$ cat config.mk
export PLATFORM = sky130hd
export DESIGN_NAME = ex_stage
export DESIGN_NICKNAME = d
export VERILOG_FILES = /design/src/rtl/ex_stage.sv
export SDC_FILE = /design/constraint.sdc
export NUM_CORES = 1
export LEC_CHECK = 0
export CAP_MARGIN = 0
export CORE_MARGIN = 1.5
export CORE_UTILIZATION = 50
export CTS_CLUSTER_DIAMETER = 40
export CTS_CLUSTER_SIZE = 20
export DETAILED_ROUTE_END_ITERATION = 8
export GPL_TIMING_DRIVEN = 0
export PLACE_DENSITY = 0.86
export REMOVE_ABC_BUFFERS = 1
export SYNTH_ARGS = -nofsm -noshare
export SYNTH_HDL_FRONTEND = slang
export SYNTH_SLANG_ARGS = --single-unit
export TNS_END_PERCENT = 20
$ cat constraint.sdc
create_clock -name clk -period 4.8 [get_ports clk]
set_clock_uncertainty 0.2 [all_clocks]
set_input_delay 0.48 -clock clk [delete_from_list [all_inputs] [get_ports clk]]
set_output_delay 0.48 -clock clk [all_outputs]
set_load 0.02 [all_outputs]
$ cat src/rtl/ex_stage.sv
// ex_stage: execute stage between the ID/EX and EX/MEM pipeline registers.
// Computes ALU results, operand-B and destination selects, and the branch
// target/taken. All results are registered into the EX/MEM register.
// Build option EX_MULT_EN: adds an iterative shift-add multiplier (funct
// 011000) that stalls the front of the pipe. Without the macro that funct
// code is treated as undefined and stall_out is tied low.
module ex_stage #(
  parameter int WIDTH      = 32,
  parameter int MUL_CYCLES = 32
) (
  input  logic             clk,
  input  logic             rst,
  input  logic             flush,
  input  logic [WIDTH-1:0] dr1,
  input  logic [WIDTH-1:0] dr2,
  input  logic [WIDTH-1:0] sign,
  input  logic [4:0]       AW,
  input  logic [4:0]       Inm,
  input  logic [5:0]       sel,
  input  logic [WIDTH-1:0] cuatro,
  input  logic [2:0]       aluop,
  input  logic             regdst,
  input  logic             alusrc,
  input  logic             regwrite,
  input  logic             memtoreg,
  input  logic             er,
  input  logic             ew,
  input  logic             pcsrc,
  input  logic             jump,
  output logic             stall_out,
  output logic [WIDTH-1:0] alu_out,
  output logic [WIDTH-1:0] wd_out,
  output logic [4:0]       wa_out,
  output logic             regwrite_out,
  output logic             memtoreg_out,
  output logic             er_out,
  output logic             ew_out,
  output logic             jump_out,
  output logic             br_taken_out,
  output logic [WIDTH-1:0] br_target_out
);

  typedef struct packed {
    logic [WIDTH-1:0] alu;
    logic [WIDTH-1:0] wd;
    logic [4:0]       wa;
    logic             regwrite;
    logic             memtoreg;
    logic             er;
    logic             ew;
    logic             jump;
    logic             br_taken;
    logic [WIDTH-1:0] br_target;
  } exmem_t;

  // The shift-add loop retires one multiplier bit per iteration.
  if (MUL_CYCLES != WIDTH) begin : g_cfg_chk
    $error("ex_stage: MUL_CYCLES must equal WIDTH");
  end

  logic [WIDTH-1:0] b_op, diff, alu_res, ex_res;
  logic             zero, bubble;
  exmem_t           exmem_d, exmem_q;

  assign b_op = alusrc ? sign : dr2;
  assign diff = dr1 - b_op;
  assign zero = (diff == '0);

`ifdef EX_MULT_EN
  logic is_mult;
`endif

  // ALU decode; unknown codes produce 0 but keep the controls flowing.
  always_comb begin
    alu_res = '0;
`ifdef EX_MULT_EN
    is_mult = 1'b0;
`endif
    case (aluop)
      3'b000: alu_res = dr1 + b_op;
      3'b001: alu_res = diff;
      3'b011: alu_res = dr1 & b_op;
      3'b100: alu_res = dr1 | b_op;
      3'b101: alu_res[0] = $signed(dr1) < $signed(b_op);
      3'b010: begin
        case (sel)
          6'b100000: alu_res = dr1 + b_op;
          6'b100010: alu_res = diff;
          6'b100100: alu_res = dr1 & b_op;
          6'b100101: alu_res = dr1 | b_op;
          6'b101010: alu_res[0] = $signed(dr1) < $signed(b_op);
`ifdef EX_MULT_EN
          6'b011000: is_mult = 1'b1;
`endif
          default:   alu_res = '0;
        endcase
      end
      default: alu_res = '0;
    endcase
  end

`ifdef EX_MULT_EN
  localparam int CW = $clog2(MUL_CYCLES + 1);

  typedef enum logic [1:0] {IDLE, MUL, DONE} state_t;

  state_t           state, state_nx;
  logic [WIDTH-1:0] mcand, mplier, acc;
  logic [CW-1:0]    cnt;
  logic             stall_c, use_acc;

  // Multiplier sequencing: stall from the decode cycle through the last
  // iteration, then release the product together with the held controls.
  always_comb begin
    state_nx = state;
    stall_c  = 1'b0;
    bubble   = 1'b0;
    use_acc  = 1'b0;
    case (state)
      IDLE: if (is_mult) begin
        stall_c  = 1'b1;
        bubble   = 1'b1;
        state_nx = MUL;
      end
      MUL: begin
        stall_c = 1'b1;
        bubble  = 1'b1;
        if (cnt == CW'(1)) state_nx = DONE;
      end
      DONE: begin
        use_acc  = 1'b1;
        state_nx = IDLE;
      end
      default: state_nx = IDLE;
    endcase
  end

  // State register plus shift-add datapath; flush aborts the multiply.
  always_ff @(posedge clk or posedge rst) begin
    if (rst) begin
      state  <= IDLE;
      mcand  <= '0;
      mplier <= '0;
      acc    <= '0;
      cnt    <= '0;
    end else if (flush) begin
      state <= IDLE;
      cnt   <= '0;
    end else begin
      state <= state_nx;
      case (state)
        IDLE: if (is_mult) begin
          mcand  <= dr1;
          mplier <= b_op;
          acc    <= '0;
          cnt    <= CW'(MUL_CYCLES);
        end
        MUL: begin
          if (mplier[0]) acc <= acc + mcand;
          mcand  <= mcand << 1;
          mplier <= mplier >> 1;
          cnt    <= cnt - CW'(1);
        end
        default: ;
      endcase
    end
  end

  assign stall_out = stall_c & ~flush & ~rst;
  assign ex_res    = use_acc ? acc : alu_res;
`else
  assign stall_out = 1'b0;
  assign bubble    = 1'b0;
  assign ex_res    = alu_res;
`endif

  // Next EX/MEM contents; a bubble carries no controls and zero data.
  always_comb begin
    exmem_d = '0;
    if (!bubble) begin
      exmem_d.alu       = ex_res;
      exmem_d.wd        = dr2;
      exmem_d.wa        = regdst ? Inm : AW;
      exmem_d.regwrite  = regwrite;
      exmem_d.memtoreg  = memtoreg;
      exmem_d.er        = er;
      exmem_d.ew        = ew;
      exmem_d.jump      = jump;
      exmem_d.br_taken  = pcsrc & zero;
      exmem_d.br_target = cuatro + (sign << 2);
    end
  end

  // EX/MEM pipeline register; flush clears it like a bubble.
  always_ff @(posedge clk or posedge rst) begin
    if (rst)        exmem_q <= '0;
    else if (flush) exmem_q <= '0;
    else            exmem_q <= exmem_d;
  end

  assign alu_out       = exmem_q.alu;
  assign wd_out        = exmem_q.wd;
  assign wa_out        = exmem_q.wa;
  assign regwrite_out  = exmem_q.regwrite;
  assign memtoreg_out  = exmem_q.memtoreg;
  assign er_out        = exmem_q.er;
  assign ew_out        = exmem_q.ew;
  assign jump_out      = exmem_q.jump;
  assign br_taken_out  = exmem_q.br_taken;
  assign br_target_out = exmem_q.br_target;

endmodule

# After elaboration in Yosys (flattened, before gate mapping)
# Cells that the tools add are included.
[totals] regBits=107 output_inout_bits=108 in_bits=158
[op_classes] n_bitwise=3 order_cmp=1 reduce_logical=2 eq_ne=10 muxes=7 addsub=3
[op_table] cell="one-hot mux 31 bit (5 select lines)" n=1
[op_table] cell="one-hot mux 31 bit (4 select lines)" n=1
[op_table] cell="two-way mux 107 bit" n=1
[op_table] cell="adder 32 bit" n=2
[op_table] cell="AND 32 bit" n=1
[op_table] cell="logical NOT 32 bit" n=1
[op_table] cell="less-than comparator 32 bit" n=1
[op_table] cell="two-way mux 32 bit" n=1
[op_table] cell="OR 32 bit" n=1
[op_table] cell="subtractor 32 bit" n=1
[op_table] cell="equality test 6 bit, second input constant" n=5
[op_table] cell="equality test 3 x 2 -> 1 bit, second input constant" n=2
[op_table] cell="equality test 3 bit, second input constant" n=2
[op_table] cell="one-hot mux 1 bit (6 select lines)" n=1
[op_table] cell="two-way mux 5 bit" n=1
[op_table] cell="one-hot mux 1 bit (5 select lines)" n=1
[op_table] cell="equality test 3 x 1 -> 1 bit, second input constant" n=1
[op_table] cell="logical NOT 3 bit" n=1
[op_table] cell="AND 1 bit" n=1

# Depth between registers and ports, before layout
[depth] depth_word=5 ltp_mapped=18 mapped_depth_nobuf=16

# Least setup slack after synthesis
# Ideal clock, no wire load.
[synth_timing] path_kind="input -> register" from="in alusrc" to="reg exmem_q (netlist bit br_taken_out)" stages=17 arrival_time_ns=4.674 path_buffers=2 setup_ns=0.095 path_slack_ns=-0.169 cell_sequence="clkbuf_1 buf_1 mux2i_1 inv_1 ha_1 inv_1 fa_1 nor4b_1 nand2_1 a211o_1 nor4_1 o2111ai_1 or4_1 or4_1 nor4_1 nand4bb_1 nor4b_2"
[synth_via] elab_chain_cells=5
[synth_lines] item="start, declared" line="23" rtl="input logic alusrc,"
[synth_lines] item="two-way mux 32 bit" line="65" rtl="assign b_op = alusrc ? sign : dr2;"
[synth_lines] item="subtractor 32 bit" line="66" rtl="assign diff = dr1 - b_op;"
[synth_lines] item="logical NOT 32 bit" line="67" rtl="assign zero = (diff == '0);"
[synth_lines] item="AND 1 bit" line="189" rtl="exmem_d.br_taken = pcsrc & zero;"
[synth_lines] item="two-way mux 107 bit" line="197" rtl="else if (flush) exmem_q <= '0;"
[synth_lines] item="end signal, assigned" line="198" rtl="else exmem_q <= exmem_d;"
[synth_lines] item="end, declared" line="63" rtl="exmem_t exmem_d, exmem_q;"
# Every way passes these cells.

# Worst setup path in the final report
[layout_timing] from="in sign[10]" to="reg exmem_q (netlist bit br_taken_out)"
[layout_via] elab_chain_cells=5
[layout_lines] item="start, declared" line="16" rtl="input logic [WIDTH-1:0] sign,"
[layout_lines] item="two-way mux 32 bit" line="65"
[layout_lines] item="subtractor 32 bit" line="66"
[layout_lines] item="logical NOT 32 bit" line="67"
[layout_lines] item="AND 1 bit" line="189"
[layout_lines] item="two-way mux 107 bit" line="197"
# Every way passes these cells.

==> impl_metrics.toml <==
[routing]
avgViaCountPerCell = 5.89
vias = 9869
drtAntennaViolNets = 0
drtIter0Drc = 744
wirelength_um = 32700
drc = 0
firstDrtPassIters = 5
wire_per_inst_um = 19.5

[setup_path]
startpoint_type = "primary input"
required_ns = 4.86
path_class = "primary input to flip-flop"
cp-end-kind = "flip-flop"
cp.arrival_ns = 4.79
cp_max_fo = 14

[sta]
finalSetupTns_ns = 0
hold_violations = 0
min_period_over_period_pct = 98.7
relSlewSlack_pct = 7.89
maxSlewViolCount = 0
worstMarginPinSlew_ns = 1.38
grt_setup_unrepaired = "yes"
finalSetupViolCount = 0
clock.fmax_mhz = 211
layout_min_cycle_time_ns = 4.74

[final_layout]
nFillCells = 1570
area_delta_synth_final_pct = 33.0
fin_cells = 1675
drive_above_1_share_pct = 6.39
nNetsFinal = 1691

[synthesis]
yosysWarnings = 0
synth_cell_types = 93
synth_area_sq_mm = 0.00999
synth.avg_cell_area_sq_um = 8.51
yosysSeqAreaShare_pct = 26.8
ys_ff_latch = 107
ys.flop_type = "dfrtp_1"
synth_edf_count = 0
postSynthCellCount = 1174
synthArstFlopShare_pct = 100

[clock_network]
cts_tree = "yes"
cts.clk_slew.worst_paths_ns = 0.08
clock_path_buffers = 2
clock-sinks = 107
hold_buffers = 0
cts_root_buf = "clkbuf_16"
cts-buffers-inserted = 9
ctsHtreeMaxLevel = 3

[floorplanning]
core_sq_mm = 0.0195
die-area_sq_mm = 0.0208
die_h_um = 144
rows = 51
dieWidth_um = 144
start_util_pct = 51.2
io_pins = 266

[worst_hold_path]
hold_path.class = "primary input to flip-flop"
whs_path_depth = 2

[power_and_ir_drop]
leakage_uw = 0.00597
power_frac_comb_pct = 46.0
power.internal_uw = 2020
swShare_pct = 38.4
ir_worst_vdd_uv = 184
p_seq_share_pct = 30.1
total_power_uw = 3280
clockPowerShare_pct = 23.8
powerDensity_mw_per_mm2 = 247
p_switching_uw = 1260

[grt]
use_met3_pct = 4.40
gr-max-usage-layer = "met2"
grtUsageMet2_pct = 51.0
gr-usage-met1_pct = 39.1
overflow = 0
grt_pass1_vias = 9419
antenna_found_initial = 1
grt_max_degree = 78
grt_first_pass_wirelength_um = 49700
track_usage_pct = 30.8

[flow_run]
cap_violations = 0

[place]
portBuffers = 264
hpwlAfterDp_um = 24900
gp_congestion = 0.936
dp_cells = 1651

[outcome]
status = "complete, no violations"
[worst max-delay path: stages]
cell and delay, ns:
clkdlybuf4s50_1 0.46, mux2i_2 0.46, ha_2 0.50, o41ai_2 0.60
a221o_2 0.24, nor3_1 0.06, a2111o_1 0.28, or4_1 0.39
or4_1 0.49, nor4_2 0.27, nand4bb_1 0.23, nor4b_4 0.33
[sequential cells by signal (all words and copies together), names as in the netlist]
signal	count
alu_out	32
ew_out	1
jump_out	1
memtoreg_out	1
regwrite_out	1
br_taken_out	1
wd_out	32
wa_out	5
er_out	1
br_target_out	32
[final cells by class]
cell class / count / area [sq um] / share of cell area [%]
multi-input cells: 909 / 6760 / 50.9
repair buffers: 275 / 2810 / 21.1
clock inverters: 6 / 67.6 / 0.509
diodes: 1 / 2.50 / 0.0188
inverters: 102 / 399 / 3.01
clock buffers: 10 / 239 / 1.80
flip-flops and latches: 107 / 2680 / 20.2
well taps: 265 / 332 / 2.50
[metal layers]
metal / routed length (um) / share of wire (%)
met5: 0 / 0
met3: 2360 / 7.2
met2: 15600 / 48
met1: 13300 / 41
met4: 1490 / 4.6
[logic make-up after synthesis]
| group | after synthesis | share of synthesized area (%) |
|---|---|---|
| other | 1 | 0.0375 |
| flip-flops | 107 | 26.8 |
| AND/OR/NAND/NOR | 327 | 16.0 |
| adder cells (fa/ha/maj) | 129 | 16.4 |
| buffers and inverters | 158 | 7.30 |
| XOR/XNOR | 66 | 5.86 |
| AO/OA/AOI/OAI | 344 | 23.3 |
| multiplexers | 42 | 4.22 |
[cells in the mapped netlist, drive strengths merged (5+ instances only)]
cell type	number	area (sq um)
ha	126	1580
a221o	7	72.6
dfrtp	107	2680
nor2	124	468
o221ai	8	70.1
o21bai	19	143
clkbuf	42	228
o31ai	6	45.0
a221oi	20	181
inv	97	364
o211ai	9	67.6
nand2	61	229
mux2i	41	410
nor3	17	85.1
nor4	10	62.6
o21a	9	67.6
xor2	14	123
or2	5	31.3
and3	5	32.5
a211o	6	55.1
a21o	27	204
o21ai	59	299
nand2b	12	85.1
a211oi	20	150
nor2b	51	319
or3	5	32.5
o22ai	9	56.3
buf	14	105
xnor2	52	463
a21oi	101	513
nand3	14	70.1
a31oi	7	43.8
[per-stage QoR]
step / hold slack (ns) / utilization, % / instance area (sq um) / setup WS (ns)
finish: 0.454 / 68.0 / 13300 / 0.0638
global route: 0.473 / 68.0 / 13300 / -0.136
CTS: 0.450 / 67.5 / 13200 / 0.0277
detailed placement: 0.836 / 65.2 / 12700 / -0.745
global placement: 0.834 / 64.7 / 12600 / -2.35
floorplan: 0.346 / - / 9660 / 0.567
[final timing paths]
check | slack [ns] | startpoint | end
max in group asynchronous | 3.22 | rst | wd_out[4]$_DFF_PP0_
hold / removal | 0.45 | cuatro[0] | br_target_out[0]$_DFF_PP0_
setup / recovery | 0.06 | sign[10] | br_taken_out$_DFF_PP0_
min in group asynchronous | 0.47 | rst | memtoreg_out$_DFF_PP0_
[timing repair]
action	CTS	global route
resized for setup	12	19
buffers inserted	6	0
pin swaps	3	2
setup endpoints to repair	1	4
gates cloned	1	0
[placed cells by master, fill, tap and decap left out, types with 6 or more instances in the layout]
master / instances
nand3_1: 14
clkbuf_16: 9
nand2_1: 61
nor2_1: 122
nand2b_1: 10
o211ai_1: 9
o22ai_1: 9
clkdlybuf4s50_1: 261
inv_1: 94
o21a_1: 9
buf_4: 7
nor4_1: 6
xnor2_1: 51
o221ai_1: 8
o31ai_1: 6
a211oi_1: 19
dfrtp_1: 107
mux2i_2: 9
o21bai_1: 19
a21oi_1: 97
ha_1: 123
xor2_1: 14
a221oi_1: 19
a21o_1: 26
o21ai_0: 56
mux2i_1: 32
nor3_1: 17
nor2b_1: 51
a31oi_1: 7
[power by group through the flow]
stage	combinational, uW	clock, uW	sequential [uW]
2_1_floorplan	800	0	1100
3_3_place_gp	1400	0	1010
3_5_place_dp	1440	0	1010
4_1_cts	1460	793	989
5_1_grt	1630	822	995
6_report	1510	782	988
Power figures use the tool's default switching activity.
